<file path="src/rtl/intt_seq.sv">
// Sequential 16-point inverse NTT: serial load, one shared modular MAC, serial drain.
// Macro INTT_NSCALE_EN: when defined, results are scaled by n_inv; otherwise unscaled sums mod q.
//
// state      | meaning
// ST_LOAD    | accepting 16 input coefficients; q/w_inv/n_inv latched on beat 0
// ST_COMPUTE | 16 rows x 17 cycles (16 MAC cycles + 1 SCALE cycle)
// ST_DRAIN   | presenting r[0..15] with valid/ready handshake
module intt_seq #(
   parameter int N  = 16,
   parameter int DW = 8
) (
   input  logic          clk,
   input  logic          rst_n,
   input  logic [DW-1:0] q,
   input  logic [DW-1:0] w_inv,
   input  logic [DW-1:0] n_inv,
   input  logic [DW-1:0] in_data,
   input  logic          in_valid,
   output logic          in_ready,
   output logic [DW-1:0] out_data,
   output logic [3:0]    out_idx,
   output logic          out_last,
   output logic          out_valid,
   input  logic          out_ready,
   output logic          busy
);
   typedef enum logic [1:0] {ST_LOAD, ST_COMPUTE, ST_DRAIN} state_t;

   localparam logic [3:0] LAST      = 4'(N-1);
   localparam logic [4:0] SCALE_COL = 5'(N);

   state_t        state_q, state_d;
   logic [3:0]    cnt_q, cnt_d, row_q, row_d, k_nxt;
   logic [4:0]    col_q, col_d;
   logic [DW-1:0] q_q, q_d, w_inv_q, w_inv_d;
   logic [DW-1:0] acc_q, acc_d, tw_q, tw_d, s_q, s_d;
   logic [DW-1:0] out_data_q, out_data_d;
   logic [3:0]    out_idx_q, out_idx_d;
   logic          out_last_q, out_last_d, out_valid_q, out_valid_d;
   logic [DW-1:0] x_q [N];
   logic [DW-1:0] r_q [N];
   logic          x_we, r_we, cfg_we, is_scale;
   logic [DW-1:0] r_wdata, scale_k, red_a, red_b;
   logic [2*DW-1:0] mac_prod, tw_prod, scale_prod, s_prod;
   logic [2*DW:0]   mac_sum, red_a_in, red_b_in;

   // A modulus below 2 forces every residue to 0 and avoids a divide by zero.
   function automatic logic [DW-1:0] mod_red(input logic [2*DW:0] a, input logic [DW-1:0] m);
      if (m < DW'(2))
         return '0;
      return DW'(a % {{(DW+1){1'b0}}, m});
   endfunction

`ifdef INTT_NSCALE_EN
   logic [DW-1:0] n_inv_q, n_inv_d;
   assign n_inv_d = cfg_we ? n_inv : n_inv_q;
   assign scale_k = n_inv_q;
   always_ff @(posedge clk) begin
      if (!rst_n) n_inv_q <= '0;
      else        n_inv_q <= n_inv_d;
   end
`else
   // Scaling by 1 keeps the SCALE cycle and its reduction identical in both builds.
   logic unused_n_inv;
   assign unused_n_inv = ^n_inv;
   assign scale_k      = DW'(1);
`endif

   always_comb begin
      is_scale   = (col_q == SCALE_COL);
      mac_prod   = {{DW{1'b0}}, x_q[col_q[3:0]]} * {{DW{1'b0}}, tw_q};
      mac_sum    = {1'b0, mac_prod} + {{(DW+1){1'b0}}, acc_q};
      tw_prod    = {{DW{1'b0}}, tw_q} * {{DW{1'b0}}, s_q};
      scale_prod = {{DW{1'b0}}, acc_q} * {{DW{1'b0}}, scale_k};
      s_prod     = {{DW{1'b0}}, s_q} * {{DW{1'b0}}, w_inv_q};
      red_a_in   = is_scale ? {1'b0, scale_prod} : mac_sum;
      red_b_in   = is_scale ? {1'b0, s_prod} : {1'b0, tw_prod};
      red_a      = mod_red(red_a_in, q_q);
      red_b      = mod_red(red_b_in, q_q);
   end

   always_comb begin
      state_d     = state_q;
      cnt_d       = cnt_q;
      row_d       = row_q;
      col_d       = col_q;
      q_d         = q_q;
      w_inv_d     = w_inv_q;
      acc_d       = acc_q;
      tw_d        = tw_q;
      s_d         = s_q;
      out_data_d  = out_data_q;
      out_idx_d   = out_idx_q;
      out_last_d  = out_last_q;
      out_valid_d = out_valid_q;
      x_we        = 1'b0;
      r_we        = 1'b0;
      cfg_we      = 1'b0;
      r_wdata     = red_a;
      k_nxt       = cnt_q + 4'd1;
      case (state_q)
         ST_LOAD: begin
            if (in_valid) begin
               x_we  = 1'b1;
               cnt_d = k_nxt;
               if (cnt_q == 4'd0) begin
                  cfg_we  = 1'b1;
                  q_d     = q;
                  w_inv_d = w_inv;
               end
               if (cnt_q == LAST) begin
                  state_d = ST_COMPUTE;
                  cnt_d   = '0;
                  row_d   = '0;
                  col_d   = '0;
                  acc_d   = '0;
                  tw_d    = DW'(1);
                  s_d     = DW'(1);
               end
            end
         end
         ST_COMPUTE: begin
            if (!is_scale) begin
               acc_d = red_a;
               tw_d  = red_b;
               col_d = col_q + 5'd1;
            end else begin
               r_we  = 1'b1;
               acc_d = '0;
               tw_d  = DW'(1);
               s_d   = red_b;
               col_d = '0;
               row_d = row_q + 4'd1;
               if (row_q == LAST) begin
                  state_d = ST_DRAIN;
                  cnt_d   = '0;
               end
            end
         end
         ST_DRAIN: begin
            // First drain cycle loads r[0]; afterwards each handshake loads the next result.
            if (!out_valid_q) begin
               out_valid_d = 1'b1;
               out_data_d  = r_q[cnt_q];
               out_idx_d   = cnt_q;
               out_last_d  = (cnt_q == LAST);
            end else if (out_ready) begin
               if (cnt_q == LAST) begin
                  state_d     = ST_LOAD;
                  cnt_d       = '0;
                  out_valid_d = 1'b0;
                  out_last_d  = 1'b0;
               end else begin
                  cnt_d      = k_nxt;
                  out_data_d = r_q[k_nxt];
                  out_idx_d  = k_nxt;
                  out_last_d = (k_nxt == LAST);
               end
            end
         end
         default: state_d = ST_LOAD;
      endcase
   end

   always_ff @(posedge clk) begin
      if (!rst_n) begin
         state_q     <= ST_LOAD;
         cnt_q       <= '0;
         row_q       <= '0;
         col_q       <= '0;
         q_q         <= '0;
         w_inv_q     <= '0;
         acc_q       <= '0;
         tw_q        <= '0;
         s_q         <= '0;
         out_data_q  <= '0;
         out_idx_q   <= '0;
         out_last_q  <= 1'b0;
         out_valid_q <= 1'b0;
      end else begin
         state_q     <= state_d;
         cnt_q       <= cnt_d;
         row_q       <= row_d;
         col_q       <= col_d;
         q_q         <= q_d;
         w_inv_q     <= w_inv_d;
         acc_q       <= acc_d;
         tw_q        <= tw_d;
         s_q         <= s_d;
         out_data_q  <= out_data_d;
         out_idx_q   <= out_idx_d;
         out_last_q  <= out_last_d;
         out_valid_q <= out_valid_d;
      end
   end

   always_ff @(posedge clk) begin
      if (x_we) x_q[cnt_q] <= in_data;
      if (r_we) r_q[row_q] <= r_wdata;
   end

   assign in_ready  = (state_q == ST_LOAD);
   assign busy      = (state_q != ST_LOAD);
   assign out_data  = out_data_q;
   assign out_idx   = out_idx_q;
   assign out_last  = out_last_q;
   assign out_valid = out_valid_q;
endmodule

</file>
<file path="config.mk">
export PLATFORM = sky130hd
export DESIGN_NAME = intt_seq
export DESIGN_NICKNAME = d
export VERILOG_FILES = /design/src/rtl/intt_seq.sv
export SDC_FILE = /design/constraint.sdc
export NUM_CORES = 1
export LEC_CHECK = 0
export CORE_MARGIN = 2
export CORE_UTILIZATION = 45
export DETAILED_ROUTE_END_ITERATION = 7
export GPL_ROUTABILITY_DRIVEN = 1
export PLACE_DENSITY = 0.66
export SLEW_MARGIN = 20
export SYNTH_ARGS = -nofsm -noshare
export SYNTH_HDL_FRONTEND = slang
export SYNTH_SLANG_ARGS = --single-unit
</file>
<file path="constraint.sdc">
create_clock -name clk -period 40.2 [get_ports clk]
set_input_delay 8.04 -clock clk [delete_from_list [all_inputs] [get_ports clk]]
set_output_delay 8.04 -clock clk [all_outputs]
set_load 0.01 [all_outputs]
</file>
# Word-level counts from Yosys, hierarchy flattened

Memory sizes are Yosys's and may differ from the RTL's. A register that Yosys moved wholly into a read port is not among the register bits.
Index checks and enable logic that the tools add are counted.
W data, S select, Z words.

Bits in registers: 69
Memory bits (writable): 256
Bits of input ports: 36
Output and inout bits: 16
Memories: 2

Memories:

| name | depth | bits a word | rd ports | clocked after Yosys merged registers in | write ports | RTL line | source |
|---|---|---|---|---|---|---|---|
| r_q  | 16    | 8           | 2        | 1                                       | 1           | 41       | `logic [DW-1:0] r_q [N];` |
| x_q  | 16    | 8           | 1        | 1                                       | 1           | 40       | `logic [DW-1:0] x_q [N];` |

$add $sub $neg: 4
Multiply operators: 3
Div/mod/pow operators: 2
Order comparisons: 1
Eq/ne operators: 15
Mux-type cells: 63
Reductions and logical operators: 12

Operators with widths:

| operator              | count |
|---|---|
| $mux W8               | 13 |
| $mux W4               | 16 |
| $mul A8 B8 Y16        | 3 |
| $pmux W8 S2           | 3 |
| $mod A17 B8 Y17       | 2 |
| $add A16 B8 Y17       | 1 |
| $mux W17              | 1 |
| $mux W16              | 1 |
| $ne A2 B2 Y1 const B  | 8 |
| $mux W1               | 15 |
| $mux W5               | 3 |
| $mux W2               | 7 |
| $eq A4 B4 Y1 const B  | 3 |
| $pmux W4 S3           | 1 |
| $pmux W5 S2           | 1 |
| $reduce_and A3 Y1     | 3 |
| $add A4 B1 Y4 const B | 2 |
| $lt A8 B2 Y1 const B  | 1 |
| $pmux W4 S2           | 1 |
| $reduce_and A7 Y1     | 1 |
| $pmux W2 S3           | 1 |
| $reduce_and A6 Y1     | 1 |
| $add A5 B1 Y5 const B | 1 |
| $eq A5 B5 Y1 const B  | 1 |
| other kinds (9)       | 10 |

# Longest topological paths before layout

Depth in word-level cells: 7
Mapped depth: 190

# Worst setup path after synthesis

OpenSTA, ideal clock, no wires.

Kind: reg2reg
From: register with a tool-made name
To: memory r_q[0][0], data pin
Setup time: 0.277 ns
Data arrival time: 37.647 ns
Data required time: 39.923 ns
Setup slack: 2.276 ns
Cell stages (with the launch flop): 179
Buffers on the path: 12
Clock period less this slack: 37.924 ns
Cells stage by stage: dfxtp_1 > clkbuf_1 > buf_1 > mux4_2 > mux4_2 > and2_1 > fa_1 > fa_1 > fa_1 > inv_1 > fa_1 > inv_1 > ha_1 > o21a_1 > o2111a_1 > a211oi_1 > nor2_1 > or2_2 > [143 not listed] > nor3_4 > mux2_2 > inv_1 > ha_1 > nor2b_1 > o21ai_0 > nand2b_1 > a21o_1 > a21o_1 > a21o_1 > a21oi_1 > o21ai_0 > a21oi_1 > o221ai_1 > a211oi_1 > o211ai_2 > mux2_2 > nor2_1

RTL lines:

| element          | RTL line |
|---|---|
| end: declaration | 41 |

==> results.py <==
metrics = {
    "yosys": {
        "synth_area_sq_um": 33000,
        "synthDominantCellAreaShare_pct": 23.3,
        "yosysMostFrequentCell": "ha_1",
        "synth_cell_type_count": 101,
        "synth_edf_count": 256,
        "yosysWarnings": 0,
        "yosysTopAreaCell": "edfxtp_1",
        "synth-main-ff-cell": "edfxtp_1",
        "avgSynthCellArea_sq_um": 9.81,
        "async_flop_share_pct": 0,
        "synth_nets": 3858,
        "ys_seq_area_share_pct": 28.0,
        "synth_area_leaders": "edfxtp_1, ha_1, mux4_2",
        "synth_common_cells": "ha_1, nand2_1, edfxtp_1",
        "postSynthCellCount": 3363,
        "synth-seq-cells": 333,
    },
    "critical_path": {
        "regToRegSetupSlack_ns": 2.36,
        "ff2ff_path_depth": 174,
        "arrival_ns": 38.12,
        "r2r_end": "r_q[3][3]$_DFFE_PP_",
        "worst_ep_required_time_ns": 40.48,
        "worstPathMaxFanout": 16,
        "cp-end-kind": "flip-flop",
        "slowest_stage": "mux4_2",
        "cp_common_cell": "o21a_1",
        "worst_setup_path_start_kind": "flip-flop",
        "path_delay_family": "compound AO/OA/AOI/OAI gates",
        "cp_num_buf_inv": 11,
        "crit_type": "reg2reg",
        "max_stage_delay_ns": 0.62,
    },
    "clock_network": {
        "numCtsBuffers": 35,
        "clkTransAtPathRegs_ns": 0.06,
        "clkLatencyLatePin_ns": 0.58,
        "cts_tree": "done",
        "cts_max_level": 2,
        "clock_sinks": 333,
        "root_buffer": "clkbuf_16",
        "cts_buffer_depth": 3,
    },
    "layout": {
        "fin_area_sq_um": 36500,
        "fin_nets": 3926,
        "fillers": 6642,
        "syn2layout_area_growth_pct": 10.5,
        "regArea_sq_um": 9260,
        "num_antenna_cells": 0,
        "multi_input_area_sq_um": 22900,
        "drive_gt1_share_pct": 13.3,
    },
    "drt": {
        "routedWlPerCell_um": 18.9,
        "drc": 0,
        "drt_first_pass_iters": 5,
        "vias_per_cell": 5.87,
        "wl_mm": 83.5,
        "drt_iter0_drc": 1695,
        "dr_total_vias": 25942,
        "ant_nets": 0,
    },
    "sta": {
        "fin_crit_sh_pct": 94.1,
        "fmax_ghz": 0.0264,
        "relSlewSlack_pct": 20.2,
        "setup_viol": 0,
        "worst_pin_slew_ns": 1.18,
        "whs_ns": 0.467,
        "drv_slew": 0,
        "worst_clock_skew_ns": 0.0431,
        "fin_crit_ns": 37.84,
        "hold_viol_final": 0,
    },
    "floorplanning": {
        "fp.dieArea_sq_um": 75500,
        "die_w_um": 275,
        "initial_core_util_pct": 45.3,
        "rows": 99,
        "core-area_sq_um": 72800,
        "ios": 52,
        "fp.dieH_um": 275,
    },
    "global_routing": {
        "antenna_found_initial": 0,
        "grt_pass1_wl_mm": 133,
        "track_usage_pct": 22.0,
        "grt_pass1_vias": 25094,
        "gr-total-overflow": 0,
        "grt_start_max_net_pins": 51,
    },
    "placed_design": {
        "dp_hpwl_mm": 61.0,
        "dpl_cell_area_sq_um": 34800,
        "routabilityCongestion": 0.919,
        "port_buffers": 43,
    },
    "min_path": {
        "worstHoldStart": "acc_q[3]$_SDFFE_PN0P_",
        "min_path_type": "reg2reg",
        "holdPathEnd": "acc_q[3]$_SDFFE_PN0P_",
        "holdPathStages": 2,
    },
    "status": {
        "status": "complete, no violations",
    },
    "job": {
        "drv_cap": 0,
    },
}
## state kept, by name, indices dropped and copies added (netlist names), named ones only
register	flops
acc_q	8
s_q	8
out_data	8
out_last	1
state_q	2
col_q	5
out_valid	1
w_inv_q	8
row_q	4
out_idx	4
tw_q	8
cnt_q	4
q_q	8
x_q	128
r_q	128
## how the worst max path moves through the flow
| stage | start | endpoint | slack, ns | depth (start not counted) |
|---|---|---|---|---|
| finish | flip-flop | r_q[3][3]$_DFFE_PP_ | 2.36 | 174 |
| global route | flip-flop | r_q[1][3]$_DFFE_PP_ | -0.17 | 175 |
| CTS | flip-flop | r_q[7][2]$_DFFE_PP_ | 0.20 | 171 |
| detailed placement | flip-flop | r_q[13][7]$_DFFE_PP_ | 0.11 | 169 |
| global placement | flip-flop | r_q[13][7]$_DFFE_PP_ | 0.35 | 169 |
| floorplan | flip-flop | r_q[0][0]$_DFFE_PP_ | 2.28 | 178 |
## tightest hold or removal path: cells and delay by family, from the launching register on
family	cells	cell delay (ns)
flip-flops	1	0.33
AO/OA/AOI/OAI	1	0.06
AND/OR/NAND/NOR	1	0.05
## area by class of cell
type / count / share of cell area, %
flip-flops and latches: 333 / 25.4
inverters: 215 / 2.21
clock buffers: 49 / 2.60
multi-input cells: 2704 / 62.8
repair buffers: 142 / 3.35
clock inverters: 14 / 0.412
well taps: 959 / 3.29
## layer usage
metal / track usage (%) / share of wire, %
met3: 2.88 / 5.4
met2: 37.2 / 47
met4: 5.01 / 2.2
met5: 0 / 0
met1: 30.0 / 45
## kinds of logic after synthesis
| group | synth area share, % |
|---|---|
| muxes | 11.8 |
| DFF | 28.0 |
| buffers and inverters | 3.78 |
| xor gates and xnor gates | 3.74 |
| other | 0.0114 |
| AOI/OAI and AO/OA | 16.3 |
| adders and majority gates | 20.1 |
| and+or+nand+nor | 16.3 |
## what timing repair did
action                                  CTS  global route
pin swaps                                 0            16
resized for setup                         2            94
endpoints found under the setup margin   32           152
gates cloned                              0             1
hold buffers                              0             0
setup buffers                             0            26
## layout by cell type, fill, tap and decap left out, drive strengths merged, types with 22 or more instances in the layout
cell type and count:
xor2 62, a21o 75, and2 135, fa 118, nand3 45, or3 32
nor2b 31, a211oi 28, a31oi 22, nand4 33, ha 341, dfxtp 77
and3 25, xnor2 79, inv 217, o211ai 30, clkdlybuf4s50 42, a21boi 27
o31ai 43, mux2 57, buf 99, a21oi 157, nand2 331, nor3 128
nor2 226, nand2b 40, mux4 120, clkbuf 50, o21ai 141, edfxtp 256
mux2i 54, o21a 110
## metrics by stage
stage | setup TNS [ns] | instances | utilization, % | setup WS, ns
after floorplan | 0 | 3363 | - | 2.28
after global placement | 0 | 4326 | 47.8 | 0.348
after detailed placement | 0 | 4326 | 47.8 | 0.110
after CTS | 0 | 4389 | 49.3 | 0.201
after global routing | -16.34 | 4416 | 50.1 | -0.167
final | 0 | 4416 | 50.1 | 2.36
Power is not shown: default switching activity piles up to over one toggle a cycle in this logic, so the estimate is an artifact.
